File: src/rtl/sha256_nonce_sched.sv
`default_nettype none
// ============================================================================
// sha256_nonce_sched : sweeps a nonce range through an external SHA-256 engine
// Option macro: SHA256_NONCE_SCHED_CYCLE_CNT_EN builds the hash cycle counter
// Rev 1.0
// ============================================================================
module sha256_nonce_sched (
    input  logic         clk_i,
    input  logic         rst_i,
    input  logic         start_i,
    input  logic         stop_i,
    input  logic [607:0] hdr_i,
    input  logic [31:0]  nonce_start_i,
    input  logic [31:0]  nonce_end_i,
    input  logic [255:0] target_i,
    output logic         busy_o,
    output logic         found_o,
    output logic         done_o,
    output logic [31:0]  nonce_o,
    output logic [255:0] hash_o,
    output logic         eng_rstn_o,
    input  logic         eng_ready_i,
    output logic         eng_start_o,
    output logic         eng_dbl_hash_o,
    input  logic         eng_valid_i,
    input  logic [255:0] eng_hash_i,
    input  logic         fifo_full_i,
    output logic         fifo_wr_en_o,
    output logic [31:0]  fifo_wr_dat_o,
    output logic         dma_in_progress_o,
    output logic [31:0]  dbg_hash_cycles_o
);

    typedef enum logic [2:0] {
        IDLE  = 3'd0,
        ERST  = 3'd1,
        WRDY  = 3'd2,
        FILL  = 3'd3,
        HASH  = 3'd4,
        CHECK = 3'd5,
        DONE  = 3'd6
    } state_t;

    state_t         state;
    state_t         state_nxt;
    logic           erst_cnt;
    logic [4:0]     word_idx;
    logic [31:0]    nonce;
    logic [255:0]   hash_cap;
    logic           busy;
    logic           found;
    logic           done;
    logic           eng_start;
    logic [31:0]    nonce_rec;
    logic [255:0]   hash_rec;

    logic           abort;
    logic           wr_fire;
    logic           hit;
    logic           last_nonce;
    logic [9:0]     hdr_base;
    logic [31:0]    fill_word;

    // DONE is excluded from abort so a finished job's result is never rewritten
    assign abort      = stop_i && (state != IDLE) && (state != DONE);
    assign wr_fire    = (state == FILL) && !fifo_full_i && !stop_i;
    assign hit        = (hash_cap <= target_i);
    assign last_nonce = (nonce == nonce_end_i);
    assign hdr_base   = {5'd18 - word_idx, 5'd0};

    always_comb begin
        fill_word = 32'd0;
        if (word_idx < 5'd19) begin
            fill_word = hdr_i[hdr_base +: 32];
        end else if (word_idx == 5'd19) begin
            fill_word = nonce;
        end else if (word_idx == 5'd20) begin
            fill_word = 32'h8000_0000;
        end else if (word_idx == 5'd31) begin
            fill_word = 32'h0000_0280;
        end
    end

    always_ff @(posedge clk_i or posedge rst_i) begin
        if (rst_i) begin
            state <= IDLE;
        end else begin
            state <= state_nxt;
        end
    end

    always_comb begin
        state_nxt = state;
        case (state)
            IDLE:    if (start_i) state_nxt = ERST;
            ERST:    if (erst_cnt) state_nxt = WRDY;
            WRDY:    if (eng_ready_i) state_nxt = FILL;
            FILL:    if (wr_fire && (word_idx == 5'd31)) state_nxt = HASH;
            HASH:    if (eng_valid_i) state_nxt = CHECK;
            CHECK:   state_nxt = (hit || last_nonce) ? DONE : ERST;
            DONE:    state_nxt = IDLE;
            default: state_nxt = IDLE;
        endcase
        if (abort) begin
            state_nxt = DONE;
        end
    end

    always_ff @(posedge clk_i or posedge rst_i) begin
        if (rst_i) begin
            erst_cnt  <= 1'b0;
            word_idx  <= 5'd0;
            nonce     <= 32'd0;
            hash_cap  <= 256'd0;
            busy      <= 1'b0;
            found     <= 1'b0;
            done      <= 1'b0;
            eng_start <= 1'b0;
            nonce_rec <= 32'd0;
            hash_rec  <= 256'd0;
        end else begin
            erst_cnt <= (state == ERST) && !erst_cnt;

            if (state != FILL) begin
                word_idx <= 5'd0;
            end else if (wr_fire) begin
                word_idx <= word_idx + 5'd1;
            end

            if ((state == HASH) && eng_valid_i) begin
                hash_cap <= eng_hash_i;
            end

            if ((state == WRDY) && eng_ready_i) begin
                eng_start <= 1'b1;
            end else if ((state == HASH) && eng_valid_i) begin
                eng_start <= 1'b0;
            end

            if ((state == IDLE) && start_i) begin
                nonce <= nonce_start_i;
                found <= 1'b0;
                done  <= 1'b0;
                busy  <= 1'b1;
            end

            if (state == CHECK) begin
                if (hit || last_nonce) begin
                    found     <= hit;
                    done      <= 1'b1;
                    busy      <= 1'b0;
                    nonce_rec <= nonce;
                    hash_rec  <= hash_cap;
                end else begin
                    nonce <= nonce + 32'd1;
                end
            end

            // Placed last so it overrides the CHECK result in the same cycle
            if (abort) begin
                found     <= 1'b0;
                done      <= 1'b1;
                busy      <= 1'b0;
                eng_start <= 1'b0;
                nonce     <= nonce;
                nonce_rec <= nonce_rec;
                hash_rec  <= hash_rec;
            end
        end
    end

`ifdef SHA256_NONCE_SCHED_CYCLE_CNT_EN
    logic [31:0] hash_cycles;
    logic [31:0] dbg_cycles;

    always_ff @(posedge clk_i or posedge rst_i) begin
        if (rst_i) begin
            hash_cycles <= 32'd0;
            dbg_cycles  <= 32'd0;
        end else begin
            if ((state_nxt == ERST) && (state != ERST)) begin
                hash_cycles <= 32'd0;
            end else if (((state == ERST) || (state == WRDY) || (state == FILL) ||
                          (state == HASH)) && (hash_cycles != 32'hFFFF_FFFF)) begin
                hash_cycles <= hash_cycles + 32'd1;
            end
            if (state == CHECK) begin
                dbg_cycles <= hash_cycles;
            end
        end
    end

    assign dbg_hash_cycles_o = dbg_cycles;
`else
    assign dbg_hash_cycles_o = 32'd0;
`endif

    assign busy_o            = busy;
    assign found_o           = found;
    assign done_o            = done;
    assign nonce_o           = nonce_rec;
    assign hash_o            = hash_rec;
    assign eng_rstn_o        = (state == WRDY) || (state == FILL) ||
                               (state == HASH) || (state == CHECK);
    assign eng_start_o       = eng_start;
    assign eng_dbl_hash_o    = 1'b1;
    assign fifo_wr_en_o      = wr_fire;
    assign fifo_wr_dat_o     = (state == FILL) ? fill_word : 32'd0;
    assign dma_in_progress_o = (state == FILL);

endmodule
`default_nettype wire

File: config.mk
export PLATFORM = sky130hd
export DESIGN_NAME = sha256_nonce_sched
export DESIGN_NICKNAME = d
export VERILOG_FILES = /design/src/rtl/sha256_nonce_sched.sv
export SDC_FILE = /design/constraint.sdc
export NUM_CORES = 2
export LEC_CHECK = 0
export CORE_AREA = 10 10 599 601
export DETAILED_ROUTE_END_ITERATION = 10
export DIE_AREA = 0 0 609 611
export PLACE_DENSITY_LB_ADDON = 0.12
export SKIP_LAST_GASP = 1
export SYNTH_ARGS = -nofsm -noshare
export SYNTH_HDL_FRONTEND = slang
export SYNTH_SLANG_ARGS = --single-unit
File: constraint.sdc
create_clock -name clk_i -period 27.9 [get_ports clk_i]
set_input_delay 2.79 -clock clk_i [delete_from_list [all_inputs] [get_ports clk_i]]
set_output_delay 2.79 -clock clk_i [all_outputs]
set_load 0.01 [all_outputs]
==> flow_metrics.py <==
metrics = {
    "setup_path": {
        "rrSetupSlack_ns": 21.02,
        "path_class": "flop to primary output",
        "reg2reg_from": "hash_cap[190]$_DFFE_PP0P_",
        "end_kind": "primary output",
        "r2r_end": "hash_o[114]$_DFFE_PP0P_",
        "critical_path_required_ns": 25.11,
        "critPathLaunchType": "flop",
        "cp_max_fo": 57,
        "ff2ff_path_depth": 14,
        "worstPathArrival_ns": 6.32,
    },
    "global_route": {
        "grtUsageTotal_pct": 14.5,
        "antenna_found_initial": 202,
        "grt_pass1_wl_um": 363000,
        "grt_pass1_vias": 34400,
        "grt_max_degree": 116,
        "grt-ovfl-total": 0,
    },
    "route": {
        "first_iter_violations": 1878,
        "firstDrtPassIters": 5,
        "wl_met3_um": 21300,
        "drtAntennaViolNets": 1,
        "met1_length_um": 115000,
        "wirelength_um": 283000,
        "drc_errors": 0,
        "highest_layer": "met5",
        "viasPerCell": 3.48,
        "routedWlPerCell_um": 30.4,
        "dr_wl_met2_um": 142000,
        "vias": 32400,
    },
    "hold_path": {
        "whs_endpoint": "erst_cnt$_DFF_PP0_",
        "holdCritStartpoint": "erst_cnt$_DFF_PP0_",
        "hp-class": "flop to flop",
        "hold_depth": 1,
    },
    "power": {
        "irDropWorstVdd_v": 0.0000433,
        "power_mw": 4.96,
        "cellLeakagePower_nw": 23.7,
        "p_per_area_nw_per_um2": 83.8,
    },
    "finish": {
        "drive_gt1_share_pct": 15.1,
        "final_core_util_pct": 17.1,
        "area_growth_pct": 66.9,
        "num-fill-cells": 38400,
        "stdcell_count": 9311,
        "stdcell_area_sq_um": 59100,
        "final_nets": 6084,
    },
    "sta": {
        "hold_viol_final": 0,
        "fmax_mhz": 110,
        "finalSetupViolations": 0,
        "setup_slack_ns": 18.79,
        "finClkSkew_ns": 0.0601,
        "rsz0062_at_grt": "false",
        "finalWorstPathRequiredPeriod_ns": 9.11,
        "slew_viol_final": 0,
        "max-slew-margin-rel_pct": 16.3,
        "tightest_slew_ns": 1.26,
        "setup_tns_ns": 0,
        "period_share_pct": 32.6,
        "hold_ws_ns": 0.421,
    },
    "clocking": {
        "htree_levels": 3,
        "path_clk_slew_ns": 0.05,
        "cts.path.max_buffers": 3,
        "ctsResizeCount": 0,
        "post_cts_buffers": 0,
        "postCtsHoldBufs": 0,
        "clock_sink_count": 589,
        "cts_tree": "done",
        "root_buffer": "clkbuf_16",
        "clkLatencyLatePin_ns": 0.73,
        "cts_buffers": 85,
    },
    "yosys": {
        "syn_area_per_cell_sq_um": 11.3,
        "netlist_instances": 3126,
        "yosys_warnings": 0,
        "async_flop_share_pct": 100,
        "synth_top_family_by_area": "multiplexers",
        "yosysSeqAreaShare_pct": 41.6,
        "synth_adder_area_share_pct": 9.18,
        "ys.flop_type": "dfrtp_1",
        "ys_types": 63,
        "synth_seq_cells": 589,
        "yosys.area_share.simple_pct": 8.67,
        "synth_edf_count": 0,
        "synth_xor_area_share_pct": 0.964,
        "syn_area_sq_um": 35400,
        "synth_mux_area_share_pct": 26.6,
        "synth_compound_area_share_pct": 7.19,
    },
    "job": {
        "cap_violations": 0,
    },
    "die": {
        "dieWidth_um": 609,
        "initial_core_util_pct": 10.2,
        "num_rows": 216,
        "die_y_um": 611,
        "top_level_ports": 1551,
        "core_region_area_sq_um": 346000,
        "die-area_sq_um": 372000,
    },
    "placement": {
        "place_ws_ns": 17.65,
        "place_inst": 9124,
        "portBuffers": 1517,
        "placed_area_sq_um": 56200,
        "place_congestion": 0.861,
        "dp_hpwl_um": 241000,
    },
    "status": {
        "status": "finished with violations",
        "violations": "antenna rules",
    },
}
how the worst max path moves through the flow:
stage,to,slack [ns],from,cells past startpoint
detailed placement,hash_o[104]$_DFFE_PP0P_,17.65,target_i[190],16
finish,fifo_wr_dat_o[30],18.79,word_idx[0]$_DFFE_PP0P_,12
global route,hash_o[113]$_DFFE_PP0P_,18.29,target_i[190],16
floorplan,busy_o$_DFF_PP0_,8.63,rst_i,1
CTS,hash_o[107]$_DFFE_PP0P_,18.45,target_i[190],16
global placement,hash_o[115]$_DFFE_PP0P_,17.71,target_i[190],16
worst max-delay path: stages (launching register included):
cell and delay (ns):
dfrtp_4 0.83, inv_1 0.16, ha_4 0.58, buf_4 0.76, buf_4 0.63, mux4_2 0.44
nand2_1 0.09, nand3_1 0.47, a32oi_1 0.53, nor2_1 0.11, a31oi_1 0.18, nor2_1 0.06
clkdlybuf4s50_1 0.54
flip-flops by register name, indices dropped and copies added (netlist names), 3 cells and up:
register	flops
word_idx	5
hash_o	256
nonce_o	32
state	3
nonce	32
hash_cap	256
power breakdown:
part	internal [mW]	switching [mW]	leakage [nW]
sequential	1.25	0.413	7.24
clock	0.660	0.470	1.36
combinational	1.08	1.08	15.1
total	2.99	1.96	23.7
cell type report:
| class | instances | area [sq um] | area share (%) |
|---|---|---|---|
| antenna | 36 | 90.1 | 0.152 |
| clock buffer | 125 | 2440 | 4.12 |
| clock inverter | 26 | 368 | 0.622 |
| inverter | 275 | 1040 | 1.76 |
| multi-input combinational | 2082 | 18900 | 31.9 |
| sequential | 589 | 14700 | 24.9 |
| tap | 4578 | 5730 | 9.69 |
| timing repair buffer | 1600 | 15900 | 26.8 |
layout by cell type, fill, tap and decap left out, drive strengths merged, types with 30 or more instances in the layout:
master / netlist / final
nand2: 260 / 260
o21ai: 97 / 97
a31oi: 36 / 36
diode: 0 / 36
buf: 79 / 83
xor2: 34 / 34
dfrtp: 589 / 589
a32oi: 30 / 30
nand3b: 31 / 31
mux2i: 41 / 41
nand3: 85 / 85
mux4: 128 / 128
conb: 2 / 33
inv: 275 / 277
clkdlybuf4s50: 0 / 1517
ha: 260 / 260
mux2: 544 / 544
nor2: 110 / 110
clkbuf: 132 / 125
a21oi: 115 / 115
nand4: 58 / 58
synthesized netlist by cell type, drive strengths merged, types with 41 or more instances:
cell type	count	share of area, %
dfrtp	589	42
mux2	544	17
inv	275	2.9
ha	260	9.2
nand2	260	2.8
clkbuf	132	1.4
mux4	128	8.1
a21oi	115	1.6
nor2	110	1.2
o21ai	97	1.4
nand3	85	1.2
buf	79	1.5
nand4	58	1.0
mux2i	41	1.2
logic make-up (layout without fill, tap and decap cells):
family,count (synthesis),in the layout
compound gates,392,392
fa+ha+maj,260,260
mux,713,713
flops,589,589
other cells,2,69
simple gates,645,645
xor+xnor,39,39
buf+inv,486,2026
routing by layer:
metal	up-vias	track usage, %
met5	-	0
met4	92	1.76
met3	420	4.83
met2	1303	26.1
met1	16300	17.2
li1	14400	-
No activity file was read; power rests on OpenSTA's default activity.
